==> config.mk <==
export PLATFORM = sky130hd
export DESIGN_NAME = fir_mac_accumulator
export DESIGN_NICKNAME = d
export VERILOG_FILES = /design/src/rtl/fir_mac_accumulator.sv
export SDC_FILE = /design/constraint.sdc
export NUM_CORES = 2
export LEC_CHECK = 0
export BUFFER_PORTS_ARGS = -buffer_cell sky130_fd_sc_hd__clkbuf_2
export CORE_MARGIN = 2
export CORE_UTILIZATION = 47
export CTS_CLUSTER_SIZE = 20
export DETAILED_ROUTE_END_ITERATION = 6
export GPL_ROUTABILITY_DRIVEN = 0
export PLACE_DENSITY = 0.68
export SYNTH_ARGS = -nofsm -noshare
export SYNTH_HDL_FRONTEND = slang
export SYNTH_SLANG_ARGS = --single-unit
==> constraint.sdc <==
create_clock -name clk -period 13.85 [get_ports clk]
set_clock_uncertainty 0.05 [all_clocks]
set_input_delay 2.77 -clock clk [delete_from_list [all_inputs] [get_ports clk]]
set_output_delay 2.77 -clock clk [all_outputs]
set_load 0.01 [all_outputs]
==> src/rtl/fir_mac_accumulator.sv <==
// Polyphase FIR decimator MAC back end: two-bank, multi-lane multiply-accumulate
// with round-half-up, arithmetic shift and saturation to one output per pass.
module fir_mac_accumulator #(
  parameter int unsigned MAC_SIZE    = 255,
  parameter int unsigned MAC_NUM     = 1,
  parameter int unsigned SAMPLE_SIZE = 16,
  parameter int unsigned COEFF_SIZE  = 16,
  parameter int unsigned OUT_SIZE    = 16,
  parameter int unsigned SHIFT       = COEFF_SIZE - 1
) (
  input  logic                           clk,
  input  logic                           rst,
  input  logic                           start_i,
  input  logic                           en_0_i,
  input  logic                           en_1_i,
  input  logic [SAMPLE_SIZE*MAC_NUM-1:0] s_in_0_i,
  input  logic [SAMPLE_SIZE*MAC_NUM-1:0] s_in_1_i,
  input  logic [COEFF_SIZE*MAC_NUM-1:0]  c_in_i,
  output logic [OUT_SIZE-1:0]            y_out_o,
  output logic                           y_valid_o,
  output logic                           busy_o,
  output logic                           overrun_o
);

  localparam int unsigned PROD_W = SAMPLE_SIZE + COEFF_SIZE;
  localparam int unsigned LANE_W = PROD_W + 1 + $clog2(MAC_NUM);
  localparam int unsigned ACC_W  = LANE_W + $clog2(MAC_SIZE);
  localparam int unsigned TAP_W  = (MAC_SIZE > 1) ? $clog2(MAC_SIZE) : 1;
  localparam int unsigned RND_W  = ACC_W + 1;

  localparam logic [TAP_W-1:0]        TAP_LAST = TAP_W'(MAC_SIZE - 1);
  localparam logic signed [RND_W-1:0] RND      = RND_W'(1) << (SHIFT - 1);
  localparam logic signed [RND_W-1:0] OMAX     = RND_W'((64'sd1 <<< (OUT_SIZE - 1)) - 64'sd1);
  localparam logic signed [RND_W-1:0] OMIN     = ~OMAX;

  typedef enum logic [1:0] {
    IDLE  = 2'd0,
    TAPS  = 2'd1,
    DRAIN = 2'd2
  } state_e;

  state_e            state_q, state_d;
  logic [TAP_W-1:0]  tap_q, tap_d;
  logic [1:0]        mask_q, mask_d;
  logic              busy_q, busy_d;
  logic              overrun_q, overrun_d;
  logic              accept, abort;

  logic              v1_q, v1_d, first1_q, first1_d, last1_q, last1_d;
  logic              v2_q, v2_d, first2_q, first2_d, last2_q, last2_d;
  logic              acc_last_q, acc_last_d;
  logic              y_valid_q, y_valid_d;

  logic signed [PROD_W-1:0] p0_q [MAC_NUM];
  logic signed [PROD_W-1:0] p1_q [MAC_NUM];
  logic signed [PROD_W-1:0] p0_d [MAC_NUM];
  logic signed [PROD_W-1:0] p1_d [MAC_NUM];
  logic signed [LANE_W-1:0] lane_q, lane_d;
  logic signed [ACC_W-1:0]  acc_q, acc_d;
  logic signed [RND_W-1:0]  rounded, shifted;
  logic [OUT_SIZE-1:0]      y_q, y_d;

  // Control: start acceptance, tap sequencing, abort-on-restart and pipeline tags
  always_comb begin
    state_d    = state_q;
    tap_d      = tap_q;
    mask_d     = mask_q;
    accept     = start_i && (en_0_i || en_1_i);
    abort      = accept && (state_q != IDLE);
    overrun_d  = overrun_q || (abort && !y_valid_q);

    case (state_q)
      IDLE: begin
        if (accept) state_d = TAPS;
      end
      TAPS: begin
        if (tap_q == TAP_LAST) state_d = DRAIN;
        else                   tap_d   = TAP_W'(tap_q + 1'b1);
      end
      DRAIN: begin
        if (y_valid_q) state_d = IDLE;
      end
      default: state_d = IDLE;
    endcase

    if (accept) begin
      state_d = TAPS;
      tap_d   = '0;
      mask_d  = {en_1_i, en_0_i};
    end

    busy_d     = (state_d != IDLE);
    v1_d       = (state_q == TAPS) && !abort;
    first1_d   = (tap_q == '0);
    last1_d    = (tap_q == TAP_LAST);
    v2_d       = v1_q && !abort;
    first2_d   = first1_q;
    last2_d    = last1_q;
    acc_last_d = v2_q && last2_q && !abort;
    y_valid_d  = acc_last_q && !abort;
  end

  // P1..P4 datapath
  always_comb begin
    for (int unsigned k = 0; k < MAC_NUM; k++) begin
      p0_d[k] = mask_q[0]
              ? PROD_W'($signed(s_in_0_i[k*SAMPLE_SIZE +: SAMPLE_SIZE]))
                * PROD_W'($signed(c_in_i[k*COEFF_SIZE +: COEFF_SIZE]))
              : '0;
      p1_d[k] = mask_q[1]
              ? PROD_W'($signed(s_in_1_i[k*SAMPLE_SIZE +: SAMPLE_SIZE]))
                * PROD_W'($signed(c_in_i[k*COEFF_SIZE +: COEFF_SIZE]))
              : '0;
    end

    lane_d = '0;
    for (int unsigned k = 0; k < MAC_NUM; k++) begin
      lane_d = lane_d + LANE_W'(p0_q[k]) + LANE_W'(p1_q[k]);
    end

    acc_d = acc_q;
    if (v2_q) acc_d = first2_q ? ACC_W'(lane_q) : acc_q + ACC_W'(lane_q);

    rounded = RND_W'(acc_q) + RND;
    shifted = rounded >>> SHIFT;
    y_d     = y_q;
    if (y_valid_d) begin
      if (shifted > OMAX)      y_d = OUT_SIZE'(OMAX);
      else if (shifted < OMIN) y_d = OUT_SIZE'(OMIN);
      else                     y_d = OUT_SIZE'(shifted);
    end
  end

  always_ff @(posedge clk or posedge rst) begin
    if (rst) begin
      state_q    <= IDLE;
      tap_q      <= '0;
      mask_q     <= '0;
      busy_q     <= 1'b0;
      overrun_q  <= 1'b0;
      v1_q       <= 1'b0;
      first1_q   <= 1'b0;
      last1_q    <= 1'b0;
      v2_q       <= 1'b0;
      first2_q   <= 1'b0;
      last2_q    <= 1'b0;
      acc_last_q <= 1'b0;
      y_valid_q  <= 1'b0;
    end else begin
      state_q    <= state_d;
      tap_q      <= tap_d;
      mask_q     <= mask_d;
      busy_q     <= busy_d;
      overrun_q  <= overrun_d;
      v1_q       <= v1_d;
      first1_q   <= first1_d;
      last1_q    <= last1_d;
      v2_q       <= v2_d;
      first2_q   <= first2_d;
      last2_q    <= last2_d;
      acc_last_q <= acc_last_d;
      y_valid_q  <= y_valid_d;
    end
  end

  always_ff @(posedge clk or posedge rst) begin
    if (rst) begin
      for (int unsigned k = 0; k < MAC_NUM; k++) begin
        p0_q[k] <= '0;
        p1_q[k] <= '0;
      end
      lane_q <= '0;
      acc_q  <= '0;
      y_q    <= '0;
    end else begin
      for (int unsigned k = 0; k < MAC_NUM; k++) begin
        p0_q[k] <= p0_d[k];
        p1_q[k] <= p1_d[k];
      end
      lane_q <= lane_d;
      acc_q  <= acc_d;
      y_q    <= y_d;
    end
  end

  assign y_out_o   = y_q;
  assign y_valid_o = y_valid_q;
  assign busy_o    = busy_q;
  assign overrun_o = overrun_q;

endmodule

==> flow_summary.html <==
<table>
<tr><th>Metric</th><th>Value</th></tr>
<tr><th colspan="2">Global route</th></tr>
<tr><td>Global-route wire length before repair</td><td>118000 um</td></tr>
<tr><td>Total global-route track usage</td><td>22.1%</td></tr>
<tr><td>Number of global-route vias before repair</td><td>23800</td></tr>
<tr><td>Largest net degree at the start of global routing</td><td>112</td></tr>
<tr><td>GRT overflow</td><td>0</td></tr>
<tr><td>Number of antenna violations at the first check in global routing</td><td>4</td></tr>
<tr><th colspan="2">Setup path</th></tr>
<tr><td>Most frequent CP cell</td><td>sky130_fd_sc_hd__fa_1</td></tr>
<tr><td>Required time worst endpoint</td><td>14.18 ns</td></tr>
<tr><td>Depth of the most critical reg-to-reg path</td><td>12</td></tr>
<tr><td>Start-to-end type of the worst setup path</td><td>input pin to flop</td></tr>
<tr><td>Series of cell instances along the critical path</td><td>clkbuf_2, nand2_1, fa_1, inv_1, fa_1, fa_1, fa_1, fa_1, inv_1, fa_1, inv_1, ha_1, nand2_1, nor2_1, and2_1, nand3_1, a211oi_1, o21ai_1, o21ai_0, mux2i_1</td></tr>
<tr><td>Slowest stage delay, CP</td><td>0.93 ns</td></tr>
<tr><td>Startpoint of the worst-slack reg-to-reg timing path</td><td>p0_q[0]</td></tr>
<tr><td>Arrival time at the worst endpoint</td><td>9.42 ns</td></tr>
<tr><td>Register-to-register path setup slack</td><td>10.23 ns</td></tr>
<tr><td>Crit-path max FO</td><td>32</td></tr>
<tr><td>Reg2reg end</td><td>lane_q[32]</td></tr>
<tr><td>Endpoint type of the worst setup path</td><td>flop</td></tr>
<tr><td>Type of origin of the critical path</td><td>input pin</td></tr>
<tr><td>Critical path startpoint</td><td>c_in_i[4]</td></tr>
<tr><td>Slowest stage cell on the critical path</td><td>sky130_fd_sc_hd__fa_1</td></tr>
<tr><th colspan="2">Floorplan</th></tr>
<tr><td>Effective utilization at floorplan</td><td>47.6%</td></tr>
<tr><td>Placement Rows</td><td>92</td></tr>
<tr><td>Number of top-level pins</td><td>72</td></tr>
<tr><td>Core area</td><td>63100 um2</td></tr>
<tr><td>Vert. Die Dim</td><td>257 um</td></tr>
<tr><td>Die Outline Area</td><td>65900 um2</td></tr>
<tr><td>Die width</td><td>257 um</td></tr>
<tr><th colspan="2">Clock network</th></tr>
<tr><td>Clock sinks</td><td>176</td></tr>
<tr><td>Cell at the root of the clock tree</td><td>sky130_fd_sc_hd__clkbuf_16</td></tr>
<tr><td>Number of gates resized after cts</td><td>0</td></tr>
<tr><td>Total number of H-tree levels</td><td>4</td></tr>
<tr><td>Later-pin clock latency in the skew report</td><td>0.46 ns</td></tr>
<tr><td>CTS buffer count</td><td>17</td></tr>
<tr><td>Setup repair bufs after CTS</td><td>0</td></tr>
<tr><td>Cts-stage hold buffer count</td><td>0</td></tr>
<tr><td>Clock Pin Slew Worst Setup and Hold Paths</td><td>0.08 ns</td></tr>
<tr><td>CTS tree</td><td>yes</td></tr>
<tr><td>Buffers from clock root to sink, at most</td><td>2</td></tr>
<tr><th colspan="2">Synthesis</th></tr>
<tr><td>Synthesized instance count</td><td>3282</td></tr>
<tr><td>Combinational family with the most area after synthesis</td><td>adder cells</td></tr>
<tr><td>Area share of xor/xnor cells in the synthesized design</td><td>3.85%</td></tr>
<tr><td>Register bit count reported by yosys</td><td>176</td></tr>
<tr><td>Synth Flop Type</td><td>sky130_fd_sc_hd__dfrtp_1</td></tr>
<tr><td>Count of yosys warnings during synthesis</td><td>0</td></tr>
<tr><td>Average instance area after synthesis</td><td>9.15 um2</td></tr>
<tr><td>Proportion of synthesized flip-flops having asynchronous set or reset</td><td>100%</td></tr>
<tr><td>Cell area after synthesis</td><td>30000 um2</td></tr>
<tr><td>Simple-Gate Fraction of Synth Area</td><td>16.7%</td></tr>
<tr><td>Share of synthesized cell area in full adder, half adder and majority cells</td><td>45.1%</td></tr>
<tr><td>Part of the Yosys area used for sequential elements</td><td>14.7%</td></tr>
<tr><td>Fraction of the mapped netlist area in compound gates</td><td>9.76%</td></tr>
<tr><td>Number of distinct library cells after synthesis</td><td>81</td></tr>
<tr><td>Count of flip-flops with a built-in enable after synthesis</td><td>0</td></tr>
<tr><td>Share of cell area taken by muxes after synthesis</td><td>0.246%</td></tr>
<tr><td>Net count of the mapped netlist</td><td>4101</td></tr>
<tr><th colspan="2">Worst hold path</th></tr>
<tr><td>Hold crit path type</td><td>flop to flop</td></tr>
<tr><td>Hold Crit Depth</td><td>0</td></tr>
<tr><td>Startpoint of the worst hold path</td><td>last1_q</td></tr>
<tr><td>End point of the worst hold path</td><td>last2_q</td></tr>
<tr><th colspan="2">Cells and area</th></tr>
<tr><td>Most used cells in the layout excluding fill and tap cells</td><td>sky130_fd_sc_hd__inv_1, sky130_fd_sc_hd__fa_1, sky130_fd_sc_hd__nand2_1, sky130_fd_sc_hd__and2_1, sky130_fd_sc_hd__ha_1</td></tr>
<tr><td>Area added between synthesis and finish</td><td>5.56%</td></tr>
<tr><td>Final-stage net count</td><td>4089</td></tr>
<tr><td>Most common cell after layout, fill and taps aside</td><td>sky130_fd_sc_hd__inv_1</td></tr>
<tr><td>Layout fillers</td><td>6046</td></tr>
<tr><td>Fraction of layout cells with a size suffix above 1</td><td>4.72%</td></tr>
<tr><th colspan="2">Timing</th></tr>
<tr><td>Min Clock Period, post-route</td><td>9.09 ns</td></tr>
<tr><td>Unrepaired setup endpoints after global routing</td><td>false</td></tr>
<tr><td>Max-slew headroom at the worst pin</td><td>28.9%</td></tr>
<tr><td>Number of failing setup endpoints in the final timing report</td><td>0</td></tr>
<tr><td>Fmax achieved</td><td>110 MHz</td></tr>
<tr><td>Final number of hold-violating endpoints</td><td>0</td></tr>
<tr><td>Actual slew at the worst max-slew pin</td><td>1.04 ns</td></tr>
<tr><td>Setup TNS</td><td>0 ns</td></tr>
<tr><td>Share of the clock period used by the worst path after layout</td><td>65.6%</td></tr>
<tr><td>Slew Limit Fails</td><td>0</td></tr>
<tr><th colspan="2">Drt</th></tr>
<tr><td>Total via count after detailed routing</td><td>21800</td></tr>
<tr><td>Residual antenna-violating net count after detailed routing</td><td>0</td></tr>
<tr><td>Post-route DRC</td><td>0</td></tr>
<tr><td>Via density per instance</td><td>5.28</td></tr>
<tr><td>Pre-Repair DR Iteration Count</td><td>6</td></tr>
<tr><td>Initial detailed-routing violation count</td><td>1061</td></tr>
<tr><td>Final wirelength</td><td>67100 um</td></tr>
<tr><td>Average detailed-routed wire length per instance</td><td>16.2 um</td></tr>
<tr><th colspan="2">Status</th></tr>
<tr><td>Status</td><td>completed</td></tr>
<tr><th colspan="2">Job</th></tr>
<tr><td>Max_cap viols</td><td>0</td></tr>
<tr><th colspan="2">Placed design</th></tr>
<tr><td>HPWL reported at the end of detailed placement</td><td>53300 um</td></tr>
<tr><td>Count of input and output buffers</td><td>71</td></tr>
</table>
## area by class of cell
cell class / instances / area (um2) / area share, %
Sequential cell: 176 / 4410 / 13.9
Tap cell: 846 / 1060 / 3.34
Inverter: 654 / 2460 / 7.76
Clock buffer: 17 / 425 / 1.34
Timing Repair Buffer: 84 / 453 / 1.43
Multi-Input combinational cell: 2337 / 22700 / 71.7
Antenna cell: 2 / 5.00 / 0.0158
Clock inverter: 15 / 173 / 0.545
## logic make-up (layout without fill, tap and decap cells)
group	Yosys count	after routing
multiplexers	7	7
buffers and inverters	769	770
AND/OR/NAND/NOR	996	996
other	0	2
adder cells (fa/ha/maj)	766	766
AO/OA/AOI/OAI	436	436
flip-flops	176	176
XOR/XNOR	132	132
## stage by stage
stage	hold WS [ns]	util [%]	area, um2	std cells	worst slack, ns
after floorplan	0.281	-	30000	3282	5.31
after global placement	0.283	49.3	31100	4097	4.50
after detailed placement	0.285	49.3	31100	4097	4.37
after CTS	0.302	50.2	31700	4129	4.83
after global routing	0.306	50.2	31700	4131	4.23
final	0.302	50.2	31700	4131	4.76
## routing by layer
| metal | vias up | GRT usage, % | part of all wire [%] | wire length (um) |
|---|---|---|---|---|
| li1 | 10200 | - | - | - |
| met1 | 11000 | 28.9 | 44 | 29600 |
| met2 | 449 | 37.7 | 48 | 32100 |
| met3 | 111 | 2.71 | 4.2 | 2810 |
| met4 | 4 | 7.98 | 3.8 | 2570 |
| met5 | - | 0 | 0.040 | 27 |
## synthesized netlist by cell type, types with 5 or more instances
library cell                  n  area share [%]
sky130_fd_sc_hd__a21oi_1    119             2.0
sky130_fd_sc_hd__o31ai_1      9            0.23
sky130_fd_sc_hd__dfrtp_1    176              15
sky130_fd_sc_hd__and2_1     276             5.8
sky130_fd_sc_hd__inv_1      653             8.2
sky130_fd_sc_hd__nand2b_1    26            0.54
sky130_fd_sc_hd__buf_2        7            0.12
sky130_fd_sc_hd__and3_1      25            0.52
sky130_fd_sc_hd__nand2_1    329             4.1
sky130_fd_sc_hd__fa_1       526              35
sky130_fd_sc_hd__nand4_1     20            0.42
sky130_fd_sc_hd__xor2_1      53             1.5
sky130_fd_sc_hd__or3_1       15            0.31
sky130_fd_sc_hd__clkbuf_1    99             1.2
sky130_fd_sc_hd__a211oi_1    20            0.50
sky130_fd_sc_hd__o21bai_1    11            0.28
sky130_fd_sc_hd__a21o_1      51             1.3
sky130_fd_sc_hd__or2_2       10            0.21
sky130_fd_sc_hd__nor2b_1     23            0.48
sky130_fd_sc_hd__o21ai_0     81             1.4
sky130_fd_sc_hd__o21a_1      24            0.60
sky130_fd_sc_hd__buf_1        7           0.088
sky130_fd_sc_hd__nor3b_1      5            0.13
sky130_fd_sc_hd__xnor2_1     79             2.3
sky130_fd_sc_hd__a2111oi_0    5            0.15
sky130_fd_sc_hd__a21boi_0    10            0.25
sky130_fd_sc_hd__nor2_1     152             1.9
sky130_fd_sc_hd__and4_1      10            0.29
sky130_fd_sc_hd__nor4_1       8            0.17
sky130_fd_sc_hd__nand3_1     48            0.80
sky130_fd_sc_hd__o22a_1      17            0.50
sky130_fd_sc_hd__a31oi_1     19            0.40
sky130_fd_sc_hd__ha_1       240              10
sky130_fd_sc_hd__o211ai_1     9            0.23
sky130_fd_sc_hd__nor3_1      30            0.50
## critical path: cells and delay by family
kind            cells  cell delay, ns
mux                 1            0.22
simple gates        5            0.89
buf+inv             4            0.79
fa+ha+maj           7            3.95
compound gates      3            0.79
## sequential cells by signal, summed over array words and instances (netlist names), 2 cells and up
name and cells:
mask_q 2, state_q 2, lane_q 33, p1_q 32
acc_q 41, y_out_o 16, tap_q 8, p0_q 32
## how the worst max path moves through the flow
| stage | cells past startpoint | slack [ns] | endpoint |
|---|---|---|---|
| after floorplan | 19 | 5.31 | p1_q[22] |
| after global placement | 21 | 4.50 | p0_q[25] |
| after detailed placement | 20 | 4.37 | p0_q[30] |
| after CTS | 20 | 4.83 | p0_q[30] |
| after global routing | 20 | 4.23 | p0_q[30] |
| final | 20 | 4.76 | p0_q[30] |
Power is not shown: default switching activity piles up to over one toggle a cycle in this logic, so the estimate is an artifact.
